--- config.mk ---
export PLATFORM = sky130hd
export DESIGN_NAME = ifu_fetch
export DESIGN_NICKNAME = d
export VERILOG_FILES = /design/src/rtl/ifu_fetch.sv
export SDC_FILE = /design/constraint.sdc
export NUM_CORES = 1
export LEC_CHECK = 0
export ABC_CLOCK_PERIOD_IN_PS = 4400
export CORE_MARGIN = 4
export CORE_UTILIZATION = 25
export DETAILED_ROUTE_END_ITERATION = 8
export PLACE_DENSITY = 0.6
export SETUP_SLACK_MARGIN = 0.05
export SLEW_MARGIN = 20
export SYNTH_ARGS = -nofsm -noshare
export SYNTH_HDL_FRONTEND = slang
export SYNTH_SLANG_ARGS = --single-unit
--- constraint.sdc ---
create_clock -name clock -period 4.4 [get_ports clock]
set_input_delay 0.66 -clock clock [delete_from_list [all_inputs] [get_ports clock]]
set_output_delay 0.66 -clock clock [all_outputs]
set_load 0.01 [all_outputs]
--- src/rtl/ifu_fetch.sv ---
// Instruction-fetch front end: holds the PC, issues single-word reads to sram_bridge,
// and presents each fetched word to decode over a valid/ready handshake.
`timescale 1ns/1ps
module ifu_fetch #(
  parameter int unsigned       XLEN     = 32,
  parameter logic [XLEN-1:0]   RESET_PC = 32'h8000_0000
) (
  input  logic            clock,
  input  logic            reset,
  output logic            sram_valid,
  output logic [XLEN-1:0] sram_addr,
  input  logic [XLEN-1:0] sram_data,
  output logic            out_valid,
  input  logic            out_ready,
  output logic [XLEN-1:0] out_inst,
  output logic [XLEN-1:0] out_pc,
  input  logic            redirect_valid,
  input  logic [XLEN-1:0] redirect_pc,
  output logic [XLEN-1:0] fetch_cnt
);

  typedef enum logic [1:0] {
    S_IDLE,
    S_REQ,
    S_WAIT,
    S_HOLD
  } state_t;

  state_t          state, state_n;
  logic [XLEN-1:0] pc, pc_n;
  logic            out_valid_n;
  logic [XLEN-1:0] out_inst_n, out_pc_n, fetch_cnt_n;

  assign sram_addr = {pc[XLEN-1:2], 2'b00};

  always_ff @(posedge clock or negedge reset) begin
    if (!reset) begin
      state     <= S_IDLE;
      pc        <= RESET_PC;
      out_valid <= 1'b0;
      out_inst  <= '0;
      out_pc    <= RESET_PC;
      fetch_cnt <= '0;
    end else begin
      state     <= state_n;
      pc        <= pc_n;
      out_valid <= out_valid_n;
      out_inst  <= out_inst_n;
      out_pc    <= out_pc_n;
      fetch_cnt <= fetch_cnt_n;
    end
  end

  always_comb begin
    state_n     = state;
    pc_n        = pc;
    out_valid_n = out_valid;
    out_inst_n  = out_inst;
    out_pc_n    = out_pc;
    fetch_cnt_n = fetch_cnt;
    sram_valid  = 1'b0;
    case (state)
      S_IDLE: begin
        if (redirect_valid) pc_n = redirect_pc;
        state_n = S_REQ;
      end
      S_REQ: begin
        // A redirect suppresses the request so the old PC is never read.
        sram_valid = ~redirect_valid;
        if (redirect_valid) pc_n = redirect_pc;
        else                state_n = S_WAIT;
      end
      S_WAIT: begin
        if (redirect_valid) begin
          pc_n    = redirect_pc;
          state_n = S_REQ;
        end else begin
          out_inst_n  = sram_data;
          out_pc_n    = pc;
          out_valid_n = 1'b1;
          state_n     = S_HOLD;
        end
      end
      S_HOLD: begin
        if (out_ready) begin
          out_valid_n = 1'b0;
          fetch_cnt_n = fetch_cnt + XLEN'(1);
          pc_n        = redirect_valid ? redirect_pc : pc + XLEN'(4);
          state_n     = S_REQ;
        end else if (redirect_valid) begin
          out_valid_n = 1'b0;
          pc_n        = redirect_pc;
          state_n     = S_REQ;
        end
      end
      default: state_n = S_IDLE;
    endcase
  end

endmodule

==> impl_metrics.json <==
{
  "insertion_delay_ns": 0.42,
  "finClkSkew_ns": 0.0115,
  "root_buffer": "clkbuf_16",
  "hp-class": "primary input to asynchronous set/reset pin",
  "clock_path_buffers": 2,
  "synth_common_cells": "nand2_1, dfrtp_1, buf_4",
  "drt_iter0_markers": 248,
  "tns_ns": 0,
  "dieArea_um2": 27000,
  "cts_hold_buf": 0,
  "synth_top_area_cell": "dfrtp_1",
  "cts.sinks": 131,
  "firstDrtPassIters": 4,
  "place_ws_ns": 1.36,
  "finalInstanceArea_um2": 8760,
  "fp.dieW_um": 164,
  "core_um2": 23800,
  "cts_tree": "yes",
  "path_clk_slew_ns": 0.06,
  "htree_levels": 4,
  "start_kind": "primary input",
  "yosysMostFrequentCell": "nand2_1",
  "critPathMaxFanout": 17,
  "grt_pass1_wl_um": 27800,
  "final_cells": 1143,
  "cp_top_family": "simple AND/OR/NAND/NOR gates",
  "drive_gt1_share_pct": 6.31,
  "fmax_mhz": 378,
  "drc": 0,
  "outcome": "finished clean",
  "worstPathArrival_ns": 2.97,
  "critical-path-max-stage-delay_ns": 0.78,
  "cp_cell_sequence": "clkdlybuf4s50_1, nand4_1, or4_1, or4_1, a31oi_1",
  "synth_area_per_cell_um2": 9.35,
  "async_flop_share_pct": 100,
  "finalCritPeriodShare_pct": 60.1,
  "nets": 884,
  "slew_violations": 0,
  "crit_top_cell": "or4_1",
  "ant_nets": 0,
  "r2r_setup_slack_ns": 1.91,
  "placed_cell_area_um2": 8170,
  "grt_pass1_vias": 5034,
  "syn2layout_area_growth_pct": 43.3,
  "place_inst": 1111,
  "post_drt_wl_per_cell_um": 15.4,
  "post_cts_buffers": 0,
  "synthTopCellsByArea": "dfrtp_1, nand2_1, buf_4, xnor2_1, mux2i_1",
  "worst_slack_ns": 1.76,
  "synth_top_area_share_pct": 52.8,
  "cts_inserted_buffers": 17,
  "slowest_stage": "or4_1",
  "rsz0062_at_grt": "false",
  "dominantRegCellSynth": "dfrtp_1",
  "wirelength_um": 17600,
  "place_hpwl_um": 12300,
  "max_cap_violations": 0,
  "initial_core_util_pct": 25.7,
  "die_height_um": 164,
  "grtUsageTotal_pct": 13.1,
  "min_period_ns": 2.64,
  "synth_warnings": 0,
  "timing.hold.ws_ns": 0.290,
  "ys_seq_elements": 131,
  "cp-end-kind": "flip-flop",
  "via_per_inst": 4.41,
  "antennaDiodeCount": 0,
  "row_count": 56,
  "io_buffer_count": 195,
  "synth_cell_types": 36,
  "synth_edf_count": 0,
  "grt_overflow_total": 0,
  "path_buf_inv": 1,
  "yosysSeqAreaShare_pct": 53.7,
  "cts_resized": 0,
  "nFillCells": 2384,
  "critPathKind": "primary input to flip-flop",
  "pin_count": 198,
  "routed-via-count": 5046,
  "power.leakage_nw": 3.87,
  "gp_congestion": 0.730,
  "hold_viol": 0,
  "required_ns": 4.73,
  "worst_pin_slew_ns": 0.840,
  "setup_violations": 0,
  "max_slew_margin_pct": 43.9,
  "grt_max_degree": 80,
  "syn_area_um2": 6110,
  "irDropWorstVdd_v": 0.000214,
  "power_density_nw_per_um2": 525,
  "syn_inst": 654,
  "antenna_found_initial": 0
}
[power breakdown]
part / internal [W] / leakage, nW / switching [W]
Clock: 0.000862 / 0.273 / 0.000568
Sequential: 0.00154 / 1.66 / 0.000224
Combinational: 0.000787 / 1.94 / 0.000616
Total: 0.00319 / 3.87 / 0.00141
[kinds of logic after synthesis]
kind of cell	count (synthesis)	share of synthesized area (%)
flops	131	53.7
xor+xnor	42	6.02
other cells	1	0.0613
buf+inv	70	6.41
mux	20	3.38
compound gates	37	3.70
simple gates	348	25.7
fa+ha+maj	5	1.02
[cell usage in the layout, fill, tap and decap left out, types with 3 or more instances in the layout]
cell / n
clkinvlp_4: 6
nor3_1: 7
mux2i_1: 15
clkbuf_16: 17
nor2_1: 12
nand3_1: 21
and4_1: 9
clkinv_2: 4
or4_1: 10
ha_1: 5
inv_1: 5
nand2_1: 232
xor2_1: 13
and3_1: 10
nor4_1: 6
a21oi_1: 3
xnor2_1: 29
o211ai_1: 3
nand4_1: 23
buf_4: 6
o21ai_0: 16
and2_1: 8
a31oi_1: 7
dfrtp_1: 129
mux2_2: 5
clkdlybuf4s50_1: 193
o31ai_1: 6
[routing by layer]
layer / GRT usage [%] / wire, um
met5: 0 / 0
met2: 20.7 / 8230
met3: 4.64 / 1280
met4: 3.63 / 150
met1: 17.1 / 7920
[state kept, by name, summed over array words and instances (netlist names)]
register and cells:
fetch_cnt 32, out_inst 32, out_pc 32, out_valid 1
pc 32, state 2
[cell type report]
class                           count  area (um^2)  area share, %
Sequential cell                   131         3280           37.5
Multi-Input combinational cell    454         2460           28.1
Timing Repair Buffer              202         2010           23.0
Clock buffer                       19          453           5.17
Tap cell                          319          399           4.56
Clock inverter                     13          134           1.53
Inverter                            5         18.8          0.214
[metrics by stage]
stage | util [%] | power [W]
after floorplan | - | 0.00235
after global placement | 34.4 | 0.00319
after detailed placement | 34.4 | 0.00322
after CTS | 36.9 | 0.00468
after global routing | 36.9 | 0.00491
final | 36.9 | 0.00460
[final timing paths]
check | startpoint | endpoint | depth (start not counted)
worst max-delay path | out_ready | pc[24] | 5
worst min-delay path | reset | out_pc[16] | 1
worst max register to register | state[1] | pc[24] | 5
worst min register to register | out_pc[31] | out_pc[31] | 2
max in group asynchronous | reset | out_inst[14] | 2
min in group clock | out_pc[31] | out_pc[31] | 2
No activity file was read; power rests on OpenSTA's default activity.
